==> src/rtl/seed_laser_sequencer.sv <==
`default_nettype none
// ============================================================================
// Module   : seed_laser_sequencer
// Purpose  : Seed laser power-up/shutdown sequencer with DAC load handshake
//            and debounced over-current interlock. Optional build macro
//            SEED_SEQ_AUTO_RETRY_EN adds a timed auto-retry out of FAULT.
// Revision : 1.0 - initial release
// ============================================================================
module seed_laser_sequencer #(
    parameter int SETTLE_CYCLES = 10000,
    parameter int OC_DEBOUNCE   = 3,
    parameter int DAC_TIMEOUT   = 4096
`ifdef SEED_SEQ_AUTO_RETRY_EN
    ,
    parameter int RETRY_DELAY   = 100000,
    parameter int RETRY_MAX     = 3
`endif
) (
    input  logic        clk,
    input  logic        rst,
    input  logic        enable_req,
    input  logic        fault_clear,
    input  logic [15:0] current_limit,
    input  logic        adc_data_valid,
    input  logic [15:0] adc_current_data,
    input  logic        dac_busy,
    output logic        dac_limit_update,
    output logic        dac_gain_update,
    output logic        laser_enable,
    output logic        over_current,
    output logic [1:0]  fault_cause,
    output logic [7:0]  fault_count,
    output logic [2:0]  seq_state
);

    localparam logic [2:0] c_IDLE      = 3'd0;
    localparam logic [2:0] c_LIM_REQ   = 3'd1;
    localparam logic [2:0] c_LIM_WAIT  = 3'd2;
    localparam logic [2:0] c_GAIN_REQ  = 3'd3;
    localparam logic [2:0] c_GAIN_WAIT = 3'd4;
    localparam logic [2:0] c_SETTLE    = 3'd5;
    localparam logic [2:0] c_RUN       = 3'd6;
    localparam logic [2:0] c_FAULT     = 3'd7;

    localparam logic [1:0] c_CAUSE_NONE = 2'd0;
    localparam logic [1:0] c_CAUSE_OC   = 2'd1;
    localparam logic [1:0] c_CAUSE_DAC  = 2'd2;

    localparam int c_SETTLE_W = $clog2(SETTLE_CYCLES + 1);
    localparam int c_TMO_W    = $clog2(DAC_TIMEOUT + 1);
    localparam int c_OC_W     = $clog2(OC_DEBOUNCE + 1);

    logic [2:0]            r_state;
    logic [2:0]            w_next;
    logic [c_TMO_W-1:0]    r_wait_cnt;
    logic [c_SETTLE_W-1:0] r_settle_cnt;
    logic [c_OC_W-1:0]     r_oc_cnt;
    logic                  r_busy_seen;
    logic                  r_dac_limit_update;
    logic                  r_dac_gain_update;
    logic                  r_laser_enable;
    logic                  r_over_current;
    logic [1:0]            r_fault_cause;
    logic [7:0]            r_fault_count;

    logic w_in_dac;
    logic w_timeout;
    logic w_over;
    logic w_trip;

    assign w_in_dac  = (r_state >= c_LIM_REQ) && (r_state <= c_GAIN_WAIT);
    assign w_timeout = w_in_dac && (r_wait_cnt == c_TMO_W'(DAC_TIMEOUT - 1));
    assign w_over    = adc_data_valid && (adc_current_data > current_limit);
    assign w_trip    = (r_state == c_RUN) && w_over && (r_oc_cnt == c_OC_W'(OC_DEBOUNCE - 1));

`ifdef SEED_SEQ_AUTO_RETRY_EN
    localparam int         c_RETRY_W   = $clog2(RETRY_DELAY + 1);
    localparam logic [7:0] c_RETRY_MAX = 8'(RETRY_MAX);

    logic [c_RETRY_W-1:0] r_retry_cnt;
    logic                 w_retry_ok;
    logic                 w_retry_go;

    // Retry budget is judged on the already-incremented fault count.
    assign w_retry_ok = (r_state == c_FAULT) && enable_req && (r_fault_count <= c_RETRY_MAX);
    assign w_retry_go = w_retry_ok && (r_retry_cnt == c_RETRY_W'(RETRY_DELAY - 1));

    always_ff @(posedge clk or posedge rst) begin
        if (rst) begin
            r_retry_cnt <= '0;
        end else if (w_retry_ok && !w_retry_go) begin
            r_retry_cnt <= r_retry_cnt + 1'b1;
        end else begin
            r_retry_cnt <= '0;
        end
    end
`endif

    always_comb begin
        w_next = r_state;
        case (r_state)
            c_IDLE:      if (enable_req) w_next = c_LIM_REQ;
            c_LIM_REQ:   if (!dac_busy) w_next = c_LIM_WAIT;
            c_LIM_WAIT:  if (r_busy_seen && !dac_busy) w_next = c_GAIN_REQ;
            c_GAIN_REQ:  if (!dac_busy) w_next = c_GAIN_WAIT;
            c_GAIN_WAIT: if (r_busy_seen && !dac_busy) w_next = c_SETTLE;
            c_SETTLE:    if (r_settle_cnt == c_SETTLE_W'(SETTLE_CYCLES - 1)) w_next = c_RUN;
            c_RUN:       w_next = c_RUN;
            c_FAULT: begin
                if (fault_clear && !enable_req) begin
                    w_next = c_IDLE;
                end
`ifdef SEED_SEQ_AUTO_RETRY_EN
                else if (w_retry_go) begin
                    w_next = c_LIM_REQ;
                end
`endif
            end
        endcase
        // Request drop aborts the sequence, but a fault in the same cycle wins.
        if (!enable_req && (r_state != c_FAULT)) w_next = c_IDLE;
        if (w_timeout || w_trip) w_next = c_FAULT;
    end

    always_ff @(posedge clk or posedge rst) begin
        if (rst) begin
            r_state            <= c_IDLE;
            r_wait_cnt         <= '0;
            r_settle_cnt       <= '0;
            r_oc_cnt           <= '0;
            r_busy_seen        <= 1'b0;
            r_dac_limit_update <= 1'b0;
            r_dac_gain_update  <= 1'b0;
            r_laser_enable     <= 1'b0;
            r_over_current     <= 1'b0;
            r_fault_cause      <= c_CAUSE_NONE;
            r_fault_count      <= 8'd0;
        end else begin
            r_state            <= w_next;
            r_dac_limit_update <= (r_state == c_LIM_REQ)  && (w_next == c_LIM_WAIT);
            r_dac_gain_update  <= (r_state == c_GAIN_REQ) && (w_next == c_GAIN_WAIT);
            r_laser_enable     <= (w_next == c_RUN);

            // One timeout budget covers a REQ state and its following WAIT state.
            if (((w_next == c_LIM_REQ) && (r_state != c_LIM_REQ)) ||
                ((w_next == c_GAIN_REQ) && (r_state != c_GAIN_REQ))) begin
                r_wait_cnt <= '0;
            end else if (w_in_dac) begin
                r_wait_cnt <= r_wait_cnt + 1'b1;
            end

            if (w_next != r_state) begin
                r_busy_seen <= 1'b0;
            end else if (dac_busy) begin
                r_busy_seen <= 1'b1;
            end

            if (r_state == c_SETTLE) begin
                r_settle_cnt <= r_settle_cnt + 1'b1;
            end else begin
                r_settle_cnt <= '0;
            end

            if ((r_state == c_RUN) && (w_next == c_RUN)) begin
                if (adc_data_valid) begin
                    r_oc_cnt <= w_over ? (r_oc_cnt + 1'b1) : '0;
                end
            end else begin
                r_oc_cnt <= '0;
            end

            if ((w_next == c_FAULT) && (r_state != c_FAULT)) begin
                r_over_current <= 1'b1;
                r_fault_cause  <= w_trip ? c_CAUSE_OC : c_CAUSE_DAC;
                if (r_fault_count != 8'hFF) r_fault_count <= r_fault_count + 8'd1;
            end else if ((r_state == c_FAULT) && (w_next != c_FAULT)) begin
                r_over_current <= 1'b0;
                r_fault_cause  <= c_CAUSE_NONE;
            end
        end
    end

    assign dac_limit_update = r_dac_limit_update;
    assign dac_gain_update  = r_dac_gain_update;
    assign laser_enable     = r_laser_enable;
    assign over_current     = r_over_current;
    assign fault_cause      = r_fault_cause;
    assign fault_count      = r_fault_count;
    assign seq_state        = r_state;

endmodule
`default_nettype wire

==> config.mk <==
export PLATFORM = sky130hd
export DESIGN_NAME = seed_laser_sequencer
export DESIGN_NICKNAME = d
export VERILOG_FILES = /design/src/rtl/seed_laser_sequencer.sv
export SDC_FILE = /design/constraint.sdc
export NUM_CORES = 1
export LEC_CHECK = 0
export BUFFER_PORTS_ARGS = -buffer_cell sky130_fd_sc_hd__buf_2
export CAP_MARGIN = 20
export CORE_MARGIN = 2
export CORE_UTILIZATION = 50
export DETAILED_ROUTE_END_ITERATION = 6
export PLACE_DENSITY = 0.84
export SLEW_MARGIN = 5
export SYNTH_ARGS = -nofsm -noshare
export SYNTH_HDL_FRONTEND = slang
export SYNTH_SLANG_ARGS = --single-unit
==> constraint.sdc <==
create_clock -name clk -period 2.6 [get_ports clk]
set_input_delay 0.52 -clock clk [delete_from_list [all_inputs] [get_ports clk]]
set_output_delay 0.52 -clock clk [all_outputs]
set_load 0.02 [all_outputs]
# Word level (Yosys, flattened, before mapping)
# Cells that the tools add are included.
# op_classes
add_sub_neg	4
multipliers	0
div	0
order_cmp	3
eq_ne	23
shift	0
mux	23
n_bitwise	0
n_reduce_logical	24
# op_table
operator	count
3-bit 2-to-1 mux	9
13-bit 2-to-1 mux	2
3-bit one-hot mux with 8 select lines	1
3-bit equality test, second input constant	7
16-bit greater-than comparator	1
1-bit logical AND	15
14-bit by 1-bit adder with 14-bit output, second input constant	1
14-bit equality test, second input constant	1
14-bit 2-to-1 mux	1
13-bit by 1-bit adder with 13-bit output, second input constant	1
13-bit by 12-bit equality test with 1-bit output, second input constant	1
3-bit by 2-bit equality test with 1-bit output, second input constant	4
2-bit 2-to-1 mux	6
8-bit by 1-bit adder with 8-bit output, second input constant	1
8-bit != test, second input constant	1
3-bit by 1-bit equality test with 1-bit output, second input constant	2
3-bit != test, second input constant	2
2-bit nonzero test	3
1-bit 2-to-1 mux	4
3-bit by 1-bit >= comparator with 1-bit output, second input constant	1
3-bit less-or-equal comparator, second input constant	1
3-bit logical NOT	1
3-bit by 1-bit != test with 1-bit output, second input constant	1
3-bit by 2-bit != test with 1-bit output, second input constant	1
other kinds (7)	9
# word_totals
register_bits	47
latchBits	0
ram_bits	0
rom_bits	0
inputBits	38
out_inout_bits	17
elab_cells	88
memories	0

# Depth between registers and ports, before layout
# Gate-level depths: netlist of run 1.
# depth
ltp_word	10
ltp_mapped	13

# Worst setup path before layout of run 1
# Ideal clock, no wire load.
# synth_timing
path_type	in2reg
startpoint	input port current_limit[15]
endpoint	register r_fault_count[6], in the netlist fault_count[6]
arrival_time_ps	2755
required_ps	2520
setup_slack_ps	-235
cell_stages	12
n_path_buf	0
path_cell_list	inv_1 ha_1 nand4_2 a2111o_1 a31oi_4 a21oi_1 o21ai_0 ha_1 o21a_1 nand2_1 nor3_1 xnor2_1
# synth_between
elab_chain_len	9
# synth_rtl
element	line	source
start: declaration	23	input logic [15:0] current_limit,
16-bit greater-than comparator	73	assign w_over = adc_data_valid && (adc_current_data > current_limit);
1-bit logical AND	73	
1-bit logical AND (2 in series)	74	assign w_trip = (r_state == c_RUN) && w_over && (r_oc_cnt == c_OC_W'(OC_DEBOUNCE - 1));
1-bit logical OR	122	if (w_timeout || w_trip) w_next = c_FAULT;
3-bit 2-to-1 mux	122	
3-bit equality test	172	if ((w_next == c_FAULT) && (r_state != c_FAULT)) begin
1-bit logical AND	172	
2-bit AND reduction (no source line)	--	
end signal: assignment	175	if (r_fault_count != 8'hFF) r_fault_count <= r_fault_count + 8'd1;
end: declaration	64	logic [7:0] r_fault_count;
# Every way passes these cells.
# A chain may end at the register's enable or synchronous reset.

# Worst setup path in the final report of run 1
# layout_timing
startpoint	input port current_limit[1]
endpoint	register r_fault_count[7], in the netlist fault_count[7]
# The elaborated chain is that of the path after synthesis.

==> flow_summary.toml, run 1 <==
[logic_synthesis]
ys_seq_area_frac = 0.409
synthMuxAreaShare = 0.0109
synth_edf_count = 0
synth_commonest_cells = "dfrtp_1 (47), nor2_1 (38), inv_1 (29), ha_1 (21), nand2_1 (21)"
yosys-top-cells-area = "dfrtp_1 (41%), ha_1 (9.1%), xor2_1 (5.2%)"
synth_top_area_cell = "dfrtp_1"
syn_avg_cell_area_sq_um = 9.61
synthCells = 299
synthAdderAreaFrac = 0.0914
async_reset_ff_frac = 1.00
ys.flop_type = "dfrtp_1"
synth_area_sq_um = 2870
synth_top_family_by_area = "simple AND/OR/NAND/NOR gates"
synth-xor-area-share = 0.0884
ys_ff_latch = 47
synth-simple-area-share = 0.219
yosys.area.top_type_share = 0.409
synth-compound-area-share = 0.127
ys_warn_count = 0
syn-num-nets = 358
ys_types = 50
yosysMostFrequentCell = "dfrtp_1"

[floorplanning]
core_area_sq_um = 5540
die-area_sq_um = 6370
die_w_microns = 79.8
dieHeight_microns = 79.8
start_util = 0.519
num_rows = 27
io_pins = 55

[sta]
maxSlewHeadroom = 0.579
fin_setup_tns_ns = 0
skew_ns = 0.0131
maxSlewViolCount = 0
clock.fmax_mhz = 413
hold_violations = 0
finalSetupViolCount = 0
period_share = 0.932
worst_pin_slew_ns = 0.626
fin_crit_ns = 2.42

[critical_path]
worstPathMaxFanout = 6
setup.worst_path.start_class = "primary input"
crit_required_ns = 2.83
crit_path_end_kind = "flip-flop"
worst-setup-path-type = "primary input to flip-flop"
critPathArrivalTime_ns = 2.65

[global_routing]
grt_max_degree = 24
grt_pass1_vias = 2354
grt_pass1_wl_microns = 9790
overflow = 0
antenna_found_initial = 0
grt_usage = 0.193

[clock_tree]
path_clk_slew_ns = 0.09
numCtsBuffers = 5
clk_path_buf_depth = 2
cts_root_buf = "clkbuf_8"
cts_tree = "done"
insertion_delay_ns = 0.31
h-tree-depth = 2
cts_sinks = 47

[finish]
stdcell_count = 448
diodes = 0
area_growth_pct = 26.8
final_layout_size_suffix_gt1_frac = 0.346
final_area_sq_um = 3640
fin_nets = 434

[placed_design]
place_congestion = 0.828
placed_area_sq_um = 3450
dp_cells = 435
dp_hpwl_microns = 4460
io_buffers = 54

[routing]
drt-initial-drc-count = 81
drtAntennaViolNets = 0
dr.pass1.iters = 4
drc = 0
viasPerCell = 5.35
wl_microns = 6000
via_count = 2395
wl_per_cell_microns = 13.4

[power_and_ir_drop]
power.density_nw_per_um2 = 452
sw_frac_of_total = 0.278
power_leakage_nw = 1.77
p_comb_frac = 0.182
p_clk_frac = 0.331
vdd_drop_max_mv = 0.375
p_seq_frac = 0.487
p_int_mw = 1.19
p_switching_mw = 0.457

[min_path]
holdCritPathClass = "primary input to async pin"

[job]
maxCapViolations = 0

[status]
status = "complete, no violations"
==> state kept, by name (all words and copies together) (netlist names), 2 cells and up <==
signal,flops
fault_cause,2
fault_count,8
r_oc_cnt,2
r_settle_cnt,14
r_wait_cnt,13
seq_state,3
==> per-stage QoR <==
stage                     total power [mW]  utilization  hold WS, ns  setup WS (ns)
after global placement                1.10        0.622        0.447        -0.0880
after floorplan                       1.01            -        0.433        -0.0586
after detailed placement              1.11        0.622        0.457         -0.159
after CTS                             1.66        0.643        0.115         0.0801
final                                 1.65        0.658        0.119          0.177
after global routing                  1.74        0.658        0.117        -0.0521
==> final timing paths <==
kind / depth (start not counted) / slack, ns / to / startpoint
min: 2 / 0.12 / r_wait_cnt[0]$_DFFE_PP0P_ / rst
max reg2reg: 11 / 0.18 / fault_count[7]$_DFFE_PP0P_ / r_settle_cnt[6]$_DFF_PP0_
max: 14 / 0.18 / fault_count[7]$_DFFE_PP0P_ / current_limit[1]
max in group asynchronous: 3 / 1.90 / r_settle_cnt[4]$_DFF_PP0_ / rst
min reg2reg: 1 / 0.48 / fault_cause[1]$_DFFE_PP0P_ / fault_cause[1]$_DFFE_PP0P_
min in group clk: 1 / 0.48 / fault_cause[1]$_DFFE_PP0P_ / fault_cause[1]$_DFFE_PP0P_
==> timing repair <==
item / in CTS / in global routing
hold buffers: 0 / 0
hold endpoints to repair: 0 / 0
buffers inserted: 0 / 5
endpoints found under the setup margin: 0 / 11
gates resized for setup: 0 / 12
==> cell usage in the layout, fill, tap and decap left out, types with 4 or more instances in the layout <==
| master | count |
|---|---|
| ha_4 | 7 |
| nor2_1 | 37 |
| nand2b_1 | 4 |
| nand2_1 | 21 |
| xnor2_1 | 12 |
| buf_4 | 23 |
| dfrtp_1 | 43 |
| o21ai_0 | 6 |
| nand4_1 | 11 |
| ha_1 | 12 |
| inv_2 | 6 |
| a21oi_1 | 12 |
| clkbuf_8 | 5 |
| xor2_1 | 17 |
| and2_1 | 6 |
| buf_2 | 54 |
| dfrtp_2 | 4 |
| inv_1 | 20 |
| nand3_1 | 11 |
==> final cells by class <==
class | count | area, sq um
clock buffer | 5 | 68.8
clock inverter | 3 | 46.3
fill | 454 | 1900
inverter | 29 | 121
multi-input combinational | 215 | 1690
sequential | 47 | 1180
tap | 72 | 90.1
timing repair buffer | 77 | 443
==> power by group through the flow <==
stage / combinational, mW / sequential, mW / clock (mW)
floorplan: 0.205 / 0.808 / 0
global placement: 0.283 / 0.814 / 0
detailed placement: 0.298 / 0.815 / 0
CTS: 0.300 / 0.801 / 0.557
global route: 0.334 / 0.809 / 0.592
finish: 0.300 / 0.802 / 0.545
==> kinds of logic after synthesis <==
family	count (synthesis)
and+or+nand+nor	119
AOI/OAI and AO/OA	43
adders and majority gates	21
DFF	47
xor gates and xnor gates	29
buffers and inverters	37
muxes	3
==> worst max-delay path: stages <==
cell and delay (ns):
buf_2 0.10, inv_4 0.03, ha_4 0.25, nor2b_1 0.13, o211ai_1 0.11, a2111o_1 0.40, a31oi_4 0.21, a21oi_2 0.09
o21ai_2 0.07, ha_2 0.20, o21a_4 0.17, nand3_2 0.09, nor2_2 0.13, xor2_1 0.16
==> per-layer routing <==
layer / vias up / share of wire / global-route usage
li1: 1178 / - / -
met1: 1145 / 0.42 / 0.230
met2: 64 / 0.53 / 0.349
met3: 8 / 0.045 / 0.0351
met4: 0 / 0.013 / 0.0661
met5: - / 0 / 0
Note: power is estimated with default switching activity, not from simulation.
==> run 2, diff against run 1 <==
--- a/config.mk
+++ b/config.mk
@@ -5,6 +5,7 @@
 export SDC_FILE = /design/constraint.sdc
 export NUM_CORES = 1
 export LEC_CHECK = 0
+export ABC_AREA = 1
 export BUFFER_PORTS_ARGS = -buffer_cell sky130_fd_sc_hd__buf_2
 export CAP_MARGIN = 20
 export CORE_MARGIN = 2
==> flow_summary.toml, run 2 <==
[status]
status = "complete, no violations"

[sta]
fin_setup_tns_ns = 0
rsz0062_at_grt = "yes"
fin_crit_ns = 2.58
setup_ws_ns = 0.0194
maxSlewHeadroom = 0.606
clock.fmax_mhz = 388
finalSetupViolCount = 0
skew_ns = 0.0104
hold_violations = 0
period_share = 0.993
maxSlewViolCount = 0
worst_pin_slew_ns = 0.591

[power_and_ir_drop]
vdd_drop_max_mv = 0.304
power.density_nw_per_um2 = 465
p_total_mw = 1.71
power_leakage_nw = 1.93

[placed_design]
dp_hpwl_microns = 4660
place_congestion = 0.870
io_buffers = 54
pre_cts_ws_ns = -0.231
placed_area_sq_um = 3460
dp_cells = 513

[global_routing]
overflow = 0
grt_pass1_wl_microns = 10300
grt_max_degree = 48
antenna_found_initial = 0
grt_pass1_vias = 2529
grt_usage = 0.199

[logic_synthesis]
ys_ff_latch = 47
synth_top_area_cell = "dfrtp_1"
synthCells = 371
syn-num-nets = 430
ys_warn_count = 0
async_reset_ff_frac = 1.00
synth_area_sq_um = 2970
yosys.area.top_type_share = 0.397
ys_types = 31
ys_seq_area_frac = 0.397
syn_avg_cell_area_sq_um = 7.99
synth_commonest_cells = "nand2_1 (76), inv_1 (63), dfrtp_1 (47), nor2_1 (37), nand3_1 (27)"
synth_edf_count = 0
yosys-top-cells-area = "dfrtp_1 (40%), nand2_1 (9.6%), ha_1 (8.9%)"
ys.flop_type = "dfrtp_1"
yosysMostFrequentCell = "nand2_1"

[floorplanning]
core_area_sq_um = 5820
die-area_sq_um = 6560
io_pins = 55
start_util = 0.510
num_rows = 28
die_w_microns = 81.0
dieHeight_microns = 81.0

[critical_path]
worst-setup-path-type = "flip-flop to flip-flop"
crit_path_end_kind = "flip-flop"
worstPathMaxFanout = 5
crit_required_ns = 2.83
critPathArrivalTime_ns = 2.81
setup.worst_path.start_class = "flip-flop"

[job]
maxCapViolations = 0

[clock_tree]
numCtsBuffers = 5
h-tree-depth = 2
insertion_delay_ns = 0.30
clk_path_buf_depth = 2
cts_root_buf = "clkbuf_8"
cts_tree = "done"
path_clk_slew_ns = 0.09
cts_sinks = 47

[routing]
viasPerCell = 4.98
wl_microns = 6180
drtAntennaViolNets = 0
drc = 0
drt-initial-drc-count = 109
wl_per_cell_microns = 11.7
via_count = 2639
dr.pass1.iters = 6

[finish]
mostFrequentLayoutCell = "nand2_1"
layout_common_cells = "nand2_1 (73), inv_1 (60), buf_2 (54)"
diodes = 0
fin_nets = 513
largest_register = "r_settle_cnt"
area_growth_pct = 24.1
largest_reg_flops = 14
stdcell_count = 530
final_layout_size_suffix_gt1_frac = 0.279
final_area_sq_um = 3680

[min_path]
holdCritPathClass = "primary input to async pin"
-- run 2: cell types whose count changed in the layout (fill, tap and decap cells not counted), sizes merged, moves of 6 or more --
cell / previous run / this run
nand2: 21 / 81
inv: 30 / 68
nand3: 12 / 30
nor2: 38 / 52
xnor2: 12 / 2
nand4: 13 / 4
a21oi: 13 / 19
and2: 6 / 0
-- run 2: kinds of logic (layout without fill, tap and decap cells) --
kind of cell,after synthesis,count (layout),share of synthesized area
and+or+nand+nor,180,180,0.302
AOI/OAI and AO/OA,36,36,0.0662
adders and majority gates,21,21,0.0886
muxes,1,1,0.00338
xor gates and xnor gates,17,17,0.0502
DFF,47,47,0.397
buffers and inverters,69,153,0.0928
-- run 2: final timing paths --
| path | start | endpoint | slack (ns) | cells past startpoint |
|---|---|---|---|---|
| worst max-delay path | r_wait_cnt[1]$_DFFE_PP0P_ | fault_count[7]$_DFFE_PP0P_ | 0.02 | 17 |
| max in group asynchronous | rst | r_wait_cnt[12]$_DFFE_PP0P_ | 1.84 | 3 |
| min in group clk | r_settle_cnt[0]$_DFF_PP0_ | r_settle_cnt[0]$_DFF_PP0_ | 0.47 | 1 |
| worst min-delay path | rst | r_settle_cnt[0]$_DFF_PP0_ | 0.34 | 3 |
| worst max register to register | r_wait_cnt[1]$_DFFE_PP0P_ | fault_count[7]$_DFFE_PP0P_ | 0.02 | 17 |
| worst min register to register | r_settle_cnt[0]$_DFF_PP0_ | r_settle_cnt[0]$_DFF_PP0_ | 0.47 | 1 |
-- run 2: final cells by class --
| cell class | instances | area [sq um] |
|---|---|---|
| fillers | 500 | 2130 |
| flip-flops and latches | 47 | 1180 |
| inverters | 68 | 258 |
| clock buffers | 6 | 72.6 |
| multi-input cells | 255 | 1610 |
| clock inverters | 2 | 16.3 |
| well taps | 75 | 93.8 |
| repair buffers | 77 | 459 |
-- run 2: repair_timing --
action                                  4_1_cts  5_1_grt
endpoints found under the setup margin        1        7
hold buffers                                  0        0
gates resized for setup                       0       14
buffers inserted                              3        6
cloned                                        0        0
pin swaps                                     1       13
-- run 2: power breakdown --
group | total, mW | switching, mW | internal (mW)
Clock | 0.446 | 0.253 | 0.193
Sequential | 0.810 | 0.0437 | 0.767
Combinational | 0.455 | 0.256 | 0.199
Total | 1.71 | 0.552 | 1.16
-- run 2: per-stage QoR --
stage,utilization,hold WS (ns)
6_report,0.633,0.344
5_1_grt,0.633,0.387
4_1_cts,0.615,0.369
3_5_place_dp,0.596,0.466
3_3_place_gp,0.596,0.450
2_1_floorplan,-,0.433
-- run 2: layer usage --
metal,wire [microns],GRT usage,vias up
met1,2630,0.228,1235
met3,265,0.0422,10
li1,-,-,1340
met5,0,0,-
met2,3200,0.365,54
met4,89,0.0712,0
-- run 2: critical path: stages (launching register included) --
cell and delay, ns:
dfrtp_1 0.41, ha_4 0.17, nand3_4 0.08, nor3_4 0.21, nand2_2 0.10, nor2_4 0.14, nand2_4 0.06, nor2_4 0.13
nand2_4 0.10, nand2_4 0.08, nor2_4 0.04, nor3_2 0.17, ha_2 0.23, nand2_4 0.07, nor2_4 0.11, nand3_2 0.10
nor3_2 0.15, xor2_1 0.16
